===== src/rtl/spi_slave_wb_master.sv =====
// rtl/spi_slave_wb_master.sv - SPI mode-0 slave decoding a byte command stream into Wishbone master cycles
// Optional status bytes on miso during CMD/ADDR/read dummy: define SPI_SLAVE_STATUS_EN.
module spi_slave_wb_master #(
  parameter int ADDR_BITS  = 8,
  parameter int WB_TIMEOUT = 255
) (
  input  logic                 clk,
  input  logic                 aresetn,
  input  logic                 sck,
  input  logic                 ss,
  input  logic                 mosi,
  output logic                 miso,
  output logic                 miso_oe,
  output logic [ADDR_BITS-1:0] m_wb_addr,
  output logic [7:0]           m_wb_dat_m2s,
  input  logic [7:0]           m_wb_dat_s2m,
  output logic                 m_wb_we,
  output logic                 m_wb_sel,
  output logic                 m_wb_stb,
  output logic                 m_wb_cyc,
  input  logic                 m_wb_ack,
  input  logic                 m_wb_stall,
  output logic                 err
);
  localparam int TW = $clog2(WB_TIMEOUT + 1);

  typedef enum logic [1:0] {F_IDLE, F_CMD, F_ADDR, F_DATA} f_state_t;
  typedef enum logic [1:0] {W_IDLE, W_REQ, W_ACK} w_state_t;

  f_state_t f_state, f_next;
  w_state_t w_state, w_next;

  logic [1:0]           sck_sync, ss_sync, mosi_sync;
  logic                 sck_d, sck_s, ss_s, mosi_s, sck_rise, sck_fall;
  logic [2:0]           bit_cnt;
  logic [6:0]           rx;
  logic [7:0]           rx_byte, tx, rd_data, status;
  logic                 is_rd, rd_valid, cur_keep;
  logic [ADDR_BITS-1:0] addr, addr_inc, addr_byte, req_addr;
  logic                 req_pend, req_we;
  logic [7:0]           req_dat;
  logic [TW-1:0]        tmo;
  logic active, frame_start, frame_end, byte_done, wb_free;
  logic rd_ovr, wr_ovr, launch, wb_done, tmo_hit;

  // ss synchroniser resets high so a reset never looks like a frame start
  always_ff @(posedge clk or negedge aresetn) begin
    if (!aresetn) begin
      sck_sync  <= 2'b00;
      ss_sync   <= 2'b11;
      mosi_sync <= 2'b00;
      sck_d     <= 1'b0;
    end else begin
      sck_sync  <= {sck_sync[0], sck};
      ss_sync   <= {ss_sync[0], ss};
      mosi_sync <= {mosi_sync[0], mosi};
      sck_d     <= sck_s;
    end
  end

  assign sck_s    = sck_sync[1];
  assign ss_s     = ss_sync[1];
  assign mosi_s   = mosi_sync[1];
  assign sck_rise = sck_s & ~sck_d;
  assign sck_fall = ~sck_s & sck_d;

  assign active      = (f_state != F_IDLE) && !ss_s;
  assign frame_start = (f_state == F_IDLE) && !ss_s;
  assign frame_end   = (f_state != F_IDLE) && ss_s;
  assign byte_done   = active && sck_rise && (bit_cnt == 3'd7);
  assign rx_byte     = {rx, mosi_s};
  assign addr_inc    = addr + ADDR_BITS'(1);
  assign wb_free     = (w_state == W_IDLE) && !req_pend;
  assign rd_ovr      = byte_done && (f_state == F_DATA) && is_rd && !rd_valid;
  assign wr_ovr      = byte_done && (f_state == F_DATA) && !is_rd && !wb_free;
  assign launch      = (w_state == W_IDLE) && req_pend;
  assign wb_done     = ((w_state == W_REQ) && !m_wb_stall && m_wb_ack) || ((w_state == W_ACK) && m_wb_ack);
  assign tmo_hit     = (w_state != W_IDLE) && !wb_done && (tmo == TW'(WB_TIMEOUT - 1));

  generate
    if (ADDR_BITS > 8) begin : g_addr_wide
      assign addr_byte = {{(ADDR_BITS - 8){1'b0}}, rx_byte};
    end else begin : g_addr_narrow
      assign addr_byte = rx_byte[ADDR_BITS-1:0];
    end
  endgenerate

`ifdef SPI_SLAVE_STATUS_EN
  logic sticky_ovr, sticky_tmo;

  // Cleared on the same edge the CMD byte captures them
  always_ff @(posedge clk or negedge aresetn) begin
    if (!aresetn) begin
      sticky_ovr <= 1'b0;
      sticky_tmo <= 1'b0;
    end else begin
      if (frame_start) begin
        sticky_ovr <= 1'b0;
        sticky_tmo <= 1'b0;
      end
      if (rd_ovr || wr_ovr) sticky_ovr <= 1'b1;
      if (tmo_hit) sticky_tmo <= 1'b1;
    end
  end

  assign status = {sticky_ovr, sticky_tmo, 6'b0};
`else
  assign status = 8'h00;
`endif

  always_ff @(posedge clk or negedge aresetn) begin
    if (!aresetn) begin
      f_state <= F_IDLE;
      w_state <= W_IDLE;
    end else begin
      f_state <= f_next;
      w_state <= w_next;
    end
  end

  always_comb begin
    f_next = f_state;
    case (f_state)
      F_IDLE:  if (!ss_s) f_next = F_CMD;
      F_CMD:   if (byte_done) f_next = F_ADDR;
      F_ADDR:  if (byte_done) f_next = F_DATA;
      default: ;
    endcase
    if (ss_s) f_next = F_IDLE;
  end

  always_comb begin
    w_next = w_state;
    case (w_state)
      W_IDLE:  if (req_pend) w_next = W_REQ;
      W_REQ:   if (wb_done || tmo_hit) w_next = W_IDLE;
               else if (!m_wb_stall) w_next = W_ACK;
      W_ACK:   if (wb_done || tmo_hit) w_next = W_IDLE;
      default: w_next = W_IDLE;
    endcase
  end

  always_ff @(posedge clk or negedge aresetn) begin
    if (!aresetn) begin
      bit_cnt      <= '0;
      rx           <= '0;
      tx           <= '0;
      is_rd        <= 1'b0;
      addr         <= '0;
      req_pend     <= 1'b0;
      req_we       <= 1'b0;
      req_addr     <= '0;
      req_dat      <= '0;
      rd_data      <= '0;
      rd_valid     <= 1'b0;
      cur_keep     <= 1'b0;
      tmo          <= '0;
      m_wb_addr    <= '0;
      m_wb_dat_m2s <= '0;
      m_wb_we      <= 1'b0;
      err          <= 1'b0;
    end else begin
      err <= rd_ovr | wr_ovr | tmo_hit;
      tmo <= (w_state == W_IDLE) ? '0 : tmo + TW'(1);
      if (launch) begin
        m_wb_addr    <= req_addr;
        m_wb_dat_m2s <= req_dat;
        m_wb_we      <= req_we;
        req_pend     <= 1'b0;
        cur_keep     <= 1'b1;
      end
      if ((wb_done || tmo_hit) && !m_wb_we && cur_keep) begin
        rd_data  <= wb_done ? m_wb_dat_s2m : 8'hFF;
        rd_valid <= 1'b1;
      end
      if (frame_start) begin
        tx      <= status;
        bit_cnt <= '0;
      end
      // Anything still in flight when the frame closes belongs to nobody
      if (frame_end) begin
        bit_cnt  <= '0;
        req_pend <= 1'b0;
        rd_valid <= 1'b0;
        cur_keep <= 1'b0;
      end
      if (active) begin
        // Skip the shift right after a byte boundary so the reloaded bit7 stays on miso
        if (sck_fall && bit_cnt != 3'd0) tx <= {tx[6:0], 1'b0};
        if (sck_rise) begin
          rx      <= rx_byte[6:0];
          bit_cnt <= bit_cnt + 3'd1;
        end
        if (byte_done) begin
          case (f_state)
            F_CMD: begin
              is_rd <= rx_byte[7];
              tx    <= status;
            end
            F_ADDR: begin
              addr <= addr_byte;
              tx   <= is_rd ? status : 8'h00;
              if (is_rd) begin
                req_pend <= 1'b1;
                req_we   <= 1'b0;
                req_addr <= addr_byte;
              end
            end
            F_DATA: begin
              if (is_rd) begin
                tx       <= rd_valid ? rd_data : 8'hFF;
                rd_valid <= 1'b0;
                if (!rd_valid) cur_keep <= 1'b0;
                req_pend <= 1'b1;
                req_we   <= 1'b0;
                req_addr <= addr_inc;
                addr     <= addr_inc;
              end else begin
                tx <= 8'h00;
                if (wb_free) begin
                  req_pend <= 1'b1;
                  req_we   <= 1'b1;
                  req_addr <= addr;
                  req_dat  <= rx_byte;
                  addr     <= addr_inc;
                end
              end
            end
            default: ;
          endcase
        end
      end
    end
  end

  assign m_wb_cyc = (w_state != W_IDLE);
  assign m_wb_stb = (w_state == W_REQ);
  assign m_wb_sel = m_wb_cyc;
  assign miso     = ss_s ? 1'b1 : tx[7];
  assign miso_oe  = !ss_s;

endmodule

===== config.mk =====
export PLATFORM = sky130hd
export DESIGN_NAME = spi_slave_wb_master
export DESIGN_NICKNAME = d
export VERILOG_FILES = /design/src/rtl/spi_slave_wb_master.sv
export SDC_FILE = /design/constraint.sdc
export NUM_CORES = 1
export LEC_CHECK = 0
export CAP_MARGIN = 0
export CORE_ASPECT_RATIO = 0.9
export CORE_UTILIZATION = 35
export DETAILED_ROUTE_END_ITERATION = 8
export HOLD_SLACK_MARGIN = 0.02
export SYNTH_ARGS = -nofsm -noshare
export SYNTH_HDL_FRONTEND = slang
export SYNTH_SLANG_ARGS = --single-unit

===== constraint.sdc =====
create_clock -name clk -period 3.5 [get_ports clk]
set_input_delay 0.525 -clock clk [delete_from_list [all_inputs] [get_ports clk]]
set_output_delay 0.525 -clock clk [all_outputs]
set_load 0.05 [all_outputs]

======== Yosys cells after proc, flatten, opt, wreduce, memory -nomap -nowiden ========
Cells that the tools add are included.
storage, ports and cells
  flip-flop bits (word level) ............. 92
  input port bits ......................... 15
  output and inout port bits .............. 23
  logic and storage cells ................. 147
cells by class
  $add $sub $neg .......................... 3
  equality and inequality tests ........... 14
  muxes and demuxes ....................... 55
  bitwise operators ....................... 7
  reductions and logical operators ........ 45
operator list
  kind                                                    number
  two-way mux 8 bit                                       13
  one-hot mux 8 bit (2 select lines)                      3
  two-way mux 1 bit                                       24
  logical AND 1 bit                                       20
  adder 8 x 1 -> 8 bit (second input constant)            2
  two-way mux 2 bit                                       7
  two-way mux 3 bit                                       4
  one-hot mux 2 bit (3 select lines)                      2
  AND reduction 5 bit                                     2
  inequality test 3 bit (second input constant)           3
  AND reduction 3 bit                                     3
  == test 8 bit (second input constant)                   1
  zero test 1 bit                                         8
  == test 2 bit (second input constant)                   3
  nonzero test 2 bit                                      3
  == test 2 x 1 -> 1 bit (second input constant)          2
  zero test 2 bit                                         2
  inequality test 2 bit (second input constant)           2
  one-hot mux 1 bit (2 select lines)                      2
  AND reduction 4 bit                                     1
  nonzero test 4 bit                                      1
  adder 3 x 1 -> 3 bit (second input constant)            1
  == test 3 bit (second input constant)                   1
  inequality test 3 x 2 -> 1 bit (second input constant)  1
  8 further kinds                                         13

======== Logic depth before layout (Yosys ltp) ========
Gate-level depths: netlist of run 1.
  word-level depth ........................ 16
  depth in mapped cells ................... 8

======== Worst setup path before layout of run 1 ========
No wires, ideal clock.
  path type ............................... flip-flop to flip-flop
  start ................................... register f_state[1]
  end ..................................... register addr[0]
  data arrival time ....................... 1825 ps
  data required time ...................... 3436 ps
  setup slack ............................. 1611 ps
  cell stages (with the launch flop) ...... 9
  clock period less this slack ............ 1889 ps
  cell sequence ........................... dfrtp_1 inv_1 ha_1 buf_6 nor4b_4 o2111ai_1 buf_2 a211oi_1 a21o_1
on the way
  cells in the longest elaborated chain, start to end .. 5
  elaborated cells between the ends (all ways) .. 10
ends and longest elaborated chain
  item                                                                         line  text
  start, declared                                                              30    f_state_t f_state, f_next;
  start signal, assigned                                                       116   f_state <= f_next;
  parallel branches: the longest is 5 deep, another holds AND reduction 4 bit  n/a
  end signal, assigned                                                         201   addr <= addr_byte;
  end signal, assigned                                                         217   addr <= addr_inc;
  end signal, assigned                                                         225   addr <= addr_inc;
  end, declared                                                                39    logic [ADDR_BITS-1:0] addr, addr_inc, addr_byte, req_addr;
Parallel ways; which one is timed is not known.
A chain may end at the register's enable or synchronous reset.

======== Worst setup path after layout of run 1 ========
  start ................................... register f_state[1]
  end ..................................... register addr[7]
Same word-level chain as after synthesis.

==> flow_metrics.tcl, run 1 <==
set metrics [dict create \
    met2_wirelength_mm 4.07 \
    rsz0062_at_grt "no" \
    fp.dieW_um 121 \
    cts_tree "done" \
    r2r_setup_slack_ns 0.68 \
    antenna_found_initial 0 \
    cts_buffers 9 \
    whs_ns 0.212 \
    gp_congestion 0.809 \
    dpl_worst_slack_ns 0.634 \
    worstSetupEndpoint "addr[7]" \
    dpl_cell_area_sq_um 4960 \
    num_rows 38 \
    ioPinCount 38 \
    fin_ws_ns 0.677 \
    cp_num_cells 7 \
    r2r-start "f_state[1]" \
    cp-startpoint "f_state[1]" \
    cts_sinks 92 \
    drc 0 \
    ant_nets 0 \
    power_mw 2.64 \
    dr_wl_met3_um 298 \
    grt_pass1_vias 3120 \
    slew_violations 0 \
    start_util_pct 36.4 \
    synth_area_leaders "dfrtp_1, mux2_2, mux2i_1" \
    dp_cells 595 \
    critPathArrivalTime_ns 3.08 \
    syn_area_per_cell_sq_um 10.8 \
    utilization_pct 43.1 \
    crit_fanout 12 \
    register_area_sq_um 2300 \
    period_needed_ns 2.82 \
    first_pass_iters 4 \
    min_path_type "in2async" \
    yosys_most_used_dff "dfrtp_1" \
    path_class "reg2reg" \
    tightest_slew_ns 1.23 \
    area_delta_synth_final_pct 18.6 \
    ctsLongestPathBuffers 2 \
    routed.top_layer "met4" \
    outcome "complete, no violations" \
    routedWlPerCell_um 15.1 \
    coreArea_sq_um 12200 \
    grt_max_degree 55 \
    finalSetupViolCount 0 \
    worstSetupStartpointType "flip-flop" \
    syn_area_sq_um 4440 \
    path_clk_slew_ns 0.07 \
    fin_setup_tns_ns 0 \
    slew_headroom_pct 17.9 \
    critPathSlowestCell "nor4b_4" \
    wirelength_mm 9.21 \
    cts_max_level 3 \
    async_flop_share_pct 100 \
    hold_viol_final 0 \
    viasPerCell 5.15 \
    drt_iter0_drc 153 \
    synth.distinct_cells 50 \
    fin_crit_sh_pct 80.7 \
    grt_overflow_total 0 \
    leakagePower_nw 2.41 \
    crit_family "compound AO/OA/AOI/OAI gates" \
    yosysSeqAreaShare_pct 51.9 \
    nFillCells 1123 \
    cellPowerDensity_nw_per_um2 501 \
    rr_worst_depth 7 \
    required_ns 3.76 \
    syn_inst 411 \
    grt_pass1_wl_mm 15.6 \
    finalNonFillerCells 611 \
    multi_input_area_sq_um 1940 \
    die_h_um 109 \
    syn_nets 436 \
    r2r-end "addr[7]" \
    post_cts_resized 0 \
    ys_ff_latch 92 \
    vias 3147 \
    crit_chain "inv_1 > ha_1 > nor4b_4 > buf_4 > o2111ai_1 > a22oi_1 > nor3b_1" \
    crit_buf_inv 2 \
    gr-usage-all-layers_pct 15.3 \
    clock_latency_ns 0.35 \
    place_hpwl_mm 6.30 \
    clockRootBuffer "clkbuf_16" \
    wl_met1_mm 4.71 \
    drive_gt1_share_pct 15.5 \
    port_buffers 37 \
    synth-edff-count 0 \
    ys.warnings.count 0 \
    postCtsHoldBufs 0 \
    die_area_sq_um 13100 \
    stdcell_area_sq_um 5270 \
    clock.fmax_mhz 354 \
    skew_ns 0.00633 \
    maxCapViolations 0 \
    synth_top_area_share_pct 50.7 \
    post-cts-setup-buffers 0 \
    cpPeakStageDelay_ns 0.55 \
    yosysTopAreaCell "dfrtp_1" \
    worst_setup_path_end_kind "flip-flop" \
    vdd_drop_max_uv 244 \
    num-nets-final 471 \
    antennaDiodeCount 0 \
]
-- registers in the layout, indices dropped and copies added, names as in the netlist --
signal	flops
sck_d	1
is_rd	1
w_state	2
req_we	1
sck_sync	2
req_pend	1
m_wb_addr	8
cur_keep	1
tx	8
bit_cnt	3
addr	8
f_state	2
rx	7
rd_data	8
tmo	8
req_dat	8
ss_sync	2
req_addr	8
err	1
rd_valid	1
m_wb_dat_m2s	8
m_wb_we	1
mosi_sync	2
-- cell families (layout without fill, tap and decap cells) --
| kind of cell | Yosys count | in the layout | share of synthesized area (%) |
|---|---|---|---|
| buf+inv | 44 | 84 | 4.45 |
| fa+ha+maj | 10 | 10 | 2.82 |
| simple gates | 134 | 134 | 15.8 |
| xor+xnor | 9 | 9 | 1.77 |
| mux | 51 | 51 | 12.4 |
| compound gates | 71 | 71 | 10.9 |
| flops | 92 | 92 | 51.9 |
-- synth_stat cells, drive strengths merged, types with 2 or more instances --
cell type	count
o21ai	28
nand4	6
dfstp	2
a21o	3
and3	2
xor2	2
a32oi	4
clkbuf	10
ha	10
nor2b	7
dfrtp	90
nor2	30
o2111ai	2
nor3b	4
nor3	26
nand3	15
o31ai	2
a32o	2
a211o	2
nand3b	3
a22o	9
a211oi	2
a2bb2oi	6
buf	12
and2	2
and4	2
inv	22
nand2	23
nand2b	5
a22oi	2
xnor2	7
or2	3
a21oi	7
mux2i	17
mux2	34
or3	2
-- layout by cell type, fill, tap and decap left out, drive strengths merged, types with 3 or more instances in the layout --
cell	count
a21o	3
clkbuf	9
nor3	26
buf	10
xnor2	7
a22o	9
nand4	6
nor2b	7
or2	3
inv	25
ha	10
mux2	34
o21ai	28
clkdlybuf4s50	36
a2bb2oi	6
clkinvlp	3
nand3	15
nand2	23
nand3b	3
a32oi	4
dfrtp	90
a21oi	7
nand2b	5
nor2	30
mux2i	17
nor3b	4
-- per-layer routing --
layer | up-vias | global-route usage (%)
met5 | - | 0
met4 | 0 | 6.53
met3 | 12 | 2.82
met2 | 40 | 22.5
met1 | 1560 | 21.9
li1 | 1535 | -
-- where the power goes --
part / internal, mW / switching [mW] / total [mW]
clock: 0.564 / 0.441 / 1.00
sequential: 1.12 / 0.0795 / 1.20
combinational: 0.191 / 0.247 / 0.438
total: 1.88 / 0.768 / 2.64
-- how the worst min path moves through the flow --
stage,cells after the start,from,slack [ns],to
detailed placement,0,sck_sync[0],0.35,sck_sync[1]
finish,1,aresetn,0.21,req_dat[1]
global placement,0,mosi_sync[0],0.33,mosi_sync[1]
global route,1,aresetn,0.28,req_dat[1]
floorplan,0,aresetn,0.23,addr[0]
CTS,1,aresetn,0.25,addr[2]
-- final cells by class --
cell class              count  area share, %
well taps                 160           3.80
multi-input cells         275           36.8
repair buffers             46           8.26
clock buffers               9           4.27
clock inverters             7           1.54
flip-flops and latches     92           43.7
inverters                  22           1.57
(Power assumes the default switching activity.)
==> inputs of run 2 (changes only) <==
- clock period: 3.5 -> 2.7 ns (I/O delays scaled with it)
==> run 2 against run 1 <==
Net effect: via count fell by 1.5%; non-clock buffer count rose by 3; count of clock-buffer cells in the layout rose by 2; sequential share of layout area down 0.28 points; cell count grew 0.49%; worst setup slack worse by 0.39 ns; die area unchanged; total power up 29%; critical path type is now reg2out; critical endpoint is now miso; largest power group unchanged.
==> flow_metrics.tcl, run 2 (synthesized netlist as in run 1, its figures left out) <==
set metrics [dict create \
    critPathSlowestCell "clkdlybuf4s50_1" \
    cts_tree "done" \
    ant_nets 0 \
    hold_viol_final 0 \
    fin_setup_tns_ns 0 \
    final_cell_mix "dfrtp_1, clkdlybuf4s50_1, mux2_2, nor2_1, o21ai_0" \
    drive_gt1_share_pct 15.9 \
    finalSetupViolCount 0 \
    nFillCells 1142 \
    cts_max_level 3 \
    grt_max_degree 40 \
    clock_latency_ns 0.34 \
    multi_input_area_sq_um 1940 \
    viasPerCell 5.05 \
    clock.fmax_mhz 414 \
    cpPeakStageDelay_ns 0.79 \
    path_class "reg2out" \
    first_pass_iters 4 \
    utilization_pct 43.4 \
    skew_ns 0.00665 \
    grt_pass1_vias 3084 \
    routedWlPerCell_um 14.9 \
    vdd_drop_max_uv 269 \
    gr-usage-all-layers_pct 15.2 \
    post-cts-setup-buffers 0 \
    worst_setup_path_end_kind "output pin" \
    rsz0062_at_grt "no" \
    place_hpwl_mm 6.37 \
    grt_overflow_total 0 \
    area_delta_synth_final_pct 19.4 \
    cts_buffers 9 \
    drc 0 \
    clockRootBuffer "clkbuf_16" \
    layout_commonest_cell "dfrtp_1" \
    worstSetupStartpointType "flip-flop" \
    cts_sinks 92 \
    slew_headroom_pct 53.1 \
    leakagePower_nw 2.44 \
    die_area_sq_um 13100 \
    port_buffers 37 \
    fin_crit_sh_pct 89.5 \
    antenna_found_initial 0 \
    outcome "complete, no violations" \
    fp.dieW_um 121 \
    ioPinCount 38 \
    coreArea_sq_um 12200 \
    register_area_sq_um 2300 \
    required_ns 2.30 \
    drt_iter0_drc 282 \
    period_needed_ns 2.42 \
    crit_chain "or2_2 > clkdlybuf4s50_1" \
    maxCapViolations 0 \
    num-nets-final 474 \
    critPathArrivalTime_ns 2.01 \
    num_rows 38 \
    tightest_slew_ns 0.698 \
    grt_pass1_wl_mm 15.6 \
    gp_congestion 0.798 \
    cellPowerDensity_nw_per_um2 643 \
    antennaDiodeCount 0 \
    ctsLongestPathBuffers 2 \
    path_clk_slew_ns 0.06 \
    slew_violations 0 \
    min_path_type "reg2reg" \
    vias 3101 \
    die_h_um 109 \
    start_util_pct 36.4 \
    wirelength_mm 9.13 \
    crit_fanout 15 \
]
run 2: cell count changes in the layout (fill, tap and decap cells not counted), sizes merged:
cell         previous run  this run
clkbuf                  9        11
inv                    25        22
dlygate4sd3             0         1
clkinvlp                3         0
clkinv                  0         4
buf                    10        12
run 2: final cells by class:
cell class	count	share of cell area, %
clock inverter	5	0.944
sequential	92	43.5
clock buffer	11	4.77
inverter	22	1.56
tap	160	3.77
multi-input combinational	275	36.6
timing repair buffer	49	8.92
run 2: report_power, final:
part           internal (mW)  switching, mW
clock                  0.761          0.512
sequential              1.45          0.103
combinational          0.256          0.322
run 2: metal layers:
metal	vias to the layer above	GRT usage, %	part of all wire [%]
met3	5	3.35	3.3
met4	0	6.17	1.1
met1	1521	21.7	51
met2	42	22.3	45
met5	-	0	0
li1	1533	-	-
run 2: final timing paths:
path	depth (start not counted)	endpoint	slack, ns	startpoint
setup reg to reg	6	f_state[0]	0.37	f_state[1]
hold / removal	0	sck_sync[1]	0.35	sck_sync[0]
min in group asynchronous	2	m_wb_dat_m2s[0]	0.55	aresetn
max in group asynchronous	3	m_wb_dat_m2s[3]	1.50	aresetn
hold reg to reg	0	sck_sync[1]	0.35	sck_sync[0]
setup / recovery	2	miso	0.28	ss_sync[1]
run 2: repair_timing:
| action | in CTS | in global routing |
|---|---|---|
| resized for setup | 0 | 0 |
| hold buffers | 1 | 0 |
| endpoints found under the setup margin | 0 | 0 |
| hold endpoints to repair | 14 | 0 |
run 2: critical path: cells and delay by family, from the launching register on:
| kind | cells | cell delay [ns] |
|---|---|---|
| flip-flops | 1 | 0.72 |
| AND/OR/NAND/NOR | 1 | 0.17 |
| buffers and inverters | 1 | 0.79 |
run 2: per-stage QoR:
step           cells  cell area, sq um  setup WS [ns]  hold WS, ns  power, mW
2_1_floorplan    411              4440          0.811        0.109       1.98
3_3_place_gp     597              4990          0.389        0.333       2.13
3_5_place_dp     597              4990          0.317        0.337       2.15
4_1_cts          614              5300          0.263        0.351       3.44
5_1_grt          614              5300          0.220        0.356       3.58
6_report         614              5300          0.284        0.351       3.41
==> RTL edit, RTL diff (config.mk and constraints of run 2) <==
Set the parameter `ADDR_BITS` to 9 (it was 8).
--- a/src/rtl/spi_slave_wb_master.sv
+++ b/src/rtl/spi_slave_wb_master.sv
@@ -1,7 +1,7 @@
 // rtl/spi_slave_wb_master.sv - SPI mode-0 slave decoding a byte command stream into Wishbone master cycles
 // Optional status bytes on miso during CMD/ADDR/read dummy: define SPI_SLAVE_STATUS_EN.
 module spi_slave_wb_master #(
-  parameter int ADDR_BITS  = 8,
+  parameter int ADDR_BITS  = 9,
   parameter int WB_TIMEOUT = 255
 ) (
   input  logic                 clk,
Interface: changed (resized m_wb_addr); port bits go from 38 to 39. No check against the original RTL was run, so the function may have changed too.
==> RTL edit against run 2 <==
Via count increased by 5.7%; routed wire length increased by 5.4%; core utilization decreased by 0.54 points; global-route usage increased by 0.49 points; worst setup slack got worse by 0.040 ns; sequential cell count increased by 3; largest cell class unchanged; sequential share of layout area increased by 0.47 points; area after synthesis increased by 1.7%; final area increased by 2.1%; power increased by 2.9%; synthesized cell count increased by 3.2%; critical path type unchanged; maximum frequency decreased by 1.6%; clock skew about the same.
==> RTL edit: results (changes against run 2) <==
stage,metric,value,unit,change
place,portBuffers,38,,+2.7%
global_route,grt_pass1_wl,16.14,mm,+3.4%
critical_path,ff2ff_path_depth,6,,unchanged
critical_path,cp_slowest_cell,clkdlybuf4s50_1,,
clock_network,h-tree-depth,3,,unchanged
critical_path,r2r_end,addr[6],,
cells_and_area,instances_no_fill,631,,+2.8%
clock_network,postCtsSetupRepairBufs,0,,unchanged
synthesis,syn_avg_cell_area,10.66,um2,-1.4%
worst_hold_path,hp-class,in -> async,,
sta,tightest_slew,0.6814,ns,-0.01677 ns
detailed_routing,wire_per_inst,15.26,um,+2.5%
cells_and_area,final_common_cell,dfrtp_1,,
clock_network,cts.repair.resized,0,,unchanged
sta,drv_slew,0,,unchanged
detailed_routing,num_vias,3278,,+5.7%
critical_path,r2r_slack,0.30,ns,-0.07 ns
critical_path,r2r-start,f_state[1],,
power_and_ir_drop,peakVddDrop,246.5,uV,-8.4%
cells_and_area,layout-drive-gt1-share,14.99,%,-0.87 points
cells_and_area,fin_nets,487,,+2.7%
critical_path,crit_fanout,14,,-1
cells_and_area,fill_cells,1169,,+2.4%
synthesis,ys_types,51,,+2.0%
critical_path,cpPeakStageDelay,0.79,ns,about the same
outcome,status,"finished, final reports clean",,
cells_and_area,antenna_cells,0,,unchanged
clock_network,root_buffer,clkbuf_16,,
synthesis,async_reset_ff_share,100.0,%,unchanged
place,dpl.cell_count,615,,+3.0%
global_route,antenna_found_initial,0,,unchanged
cells_and_area,top_regs,"addr (9), m_wb_addr (9), req_addr (9)",,
clock_network,clk_pin_slew,0.07,ns,
detailed_routing,drt_iter0_markers,254,,-9.9%
place,dp_hpwl,6.610,mm,+3.7%
global_route,grt_pass1_vias,3141,,+1.8%
synthesis,yosysSeqAreaShare,52.64,%,+0.77 points
synthesis,yosysWarningCount,0,,unchanged
synthesis,syn_nets,449,,+3.0%
synthesis,yosys-top-cells-count,"dfrtp_1 (93), nand2_1 (35), o21ai_0 (34), mux2_2 (32), nor2_1 (30)",,
sta,skew,0.006455,ns,-0.0001959 ns
global_route,grt_usage,15.68,%,+0.49 points
clock_network,cts_buffers,9,,unchanged
power_and_ir_drop,p_leak,2.452,nW,+0.51%
clock_network,clockBufferDepth,2,,unchanged
clock_network,worst_skew_pair.late_latency,0.34,ns,about the same
detailed_routing,first_pass_iters,4,,unchanged
critical_path,arrival,2.05,ns,+0.04 ns
place,gp_congestion,0.8069,,+1.1%
critical_path,cp_top_family,buffers and inverters,,
global_route,grt_max_degree,50,,+25%
synthesis,synth_area_leaders,"dfrtp_1 (51%), mux2_2 (8.0%), o21ai_0 (3.8%)",,
-- RTL edit: changes by cell type after synthesis, sizes merged, moves of 4 or more --
cell	before	now
a21oi	7	13
a32oi	4	0
buf	12	8
mux2i	17	13
nand2	23	35
nand3	15	10
nor3	26	15
o21ai	28	35
o22ai	0	7
-- RTL edit: power breakdown --
part           total [mW]  internal [mW]  switching [mW]
logic               0.587          0.251           0.336
registers            1.59           1.50          0.0967
clock network        1.32          0.775           0.549
total                3.51           2.52           0.982
-- RTL edit: cells by family (layout without fill, tap and decap cells) --
family                     count (synthesis)  after routing  share of synthesized area, %
and+or+nand+nor                          127            127                         14.09
buffers and inverters                     44             87                         3.903
adders and majority gates                 10             10                         2.768
AOI/OAI and AO/OA                         94             94                         14.00
muxes                                     45             45                         10.85
xor gates and xnor gates                   9              9                         1.744
DFF                                       95             95                         52.64
-- RTL edit: worst max path at each step --
stage / from / slack (ns) / end / cells after the start
2_1_floorplan: f_state[1] / 0.61 / addr[7] / 7
3_3_place_gp: f_state[1] / 0.46 / addr[7] / 5
3_5_place_dp: f_state[1] / 0.31 / addr[6] / 6
4_1_cts: ss_sync[1] / 0.23 / miso / 3
5_1_grt: f_state[1] / 0.06 / addr[6] / 6
6_report: ss_sync[1] / 0.24 / miso / 3
-- RTL edit: layout make-up --
cell class / count / area, um2 / area share [%]
flip-flops and latches: 95 / 2380 / 43.93
multi-input cells: 285 / 1964 / 36.26
repair buffers: 48 / 465.4 / 8.591
clock buffers: 11 / 252.7 / 4.665
well taps: 164 / 205.2 / 3.788
inverters: 23 / 86.33 / 1.594
clock inverters: 5 / 63.81 / 1.178
-- RTL edit: per-stage QoR --
step / power [mW] / area (um2) / hold WS, ns / worst slack [ns] / utilization [%]
floorplan: 2.010 / 4521 / 0.1094 / 0.6129 / -
global placement: 2.186 / 5101 / 0.3354 / 0.4577 / 40.36
detailed placement: 2.204 / 5101 / 0.3393 / 0.3102 / 40.36
CTS: 3.541 / 5418 / 0.09059 / 0.2326 / 42.87
global route: 3.682 / 5418 / 0.1322 / 0.05594 / 42.87
finish: 3.506 / 5418 / 0.07058 / 0.2439 / 42.87
-- RTL edit: routing by layer --
layer  track usage, %  part of all wire [%]
met4            5.556                   1.3
met1            22.91                    49
met2            22.36                    44
met3            3.734                   5.7
met5                0                     0
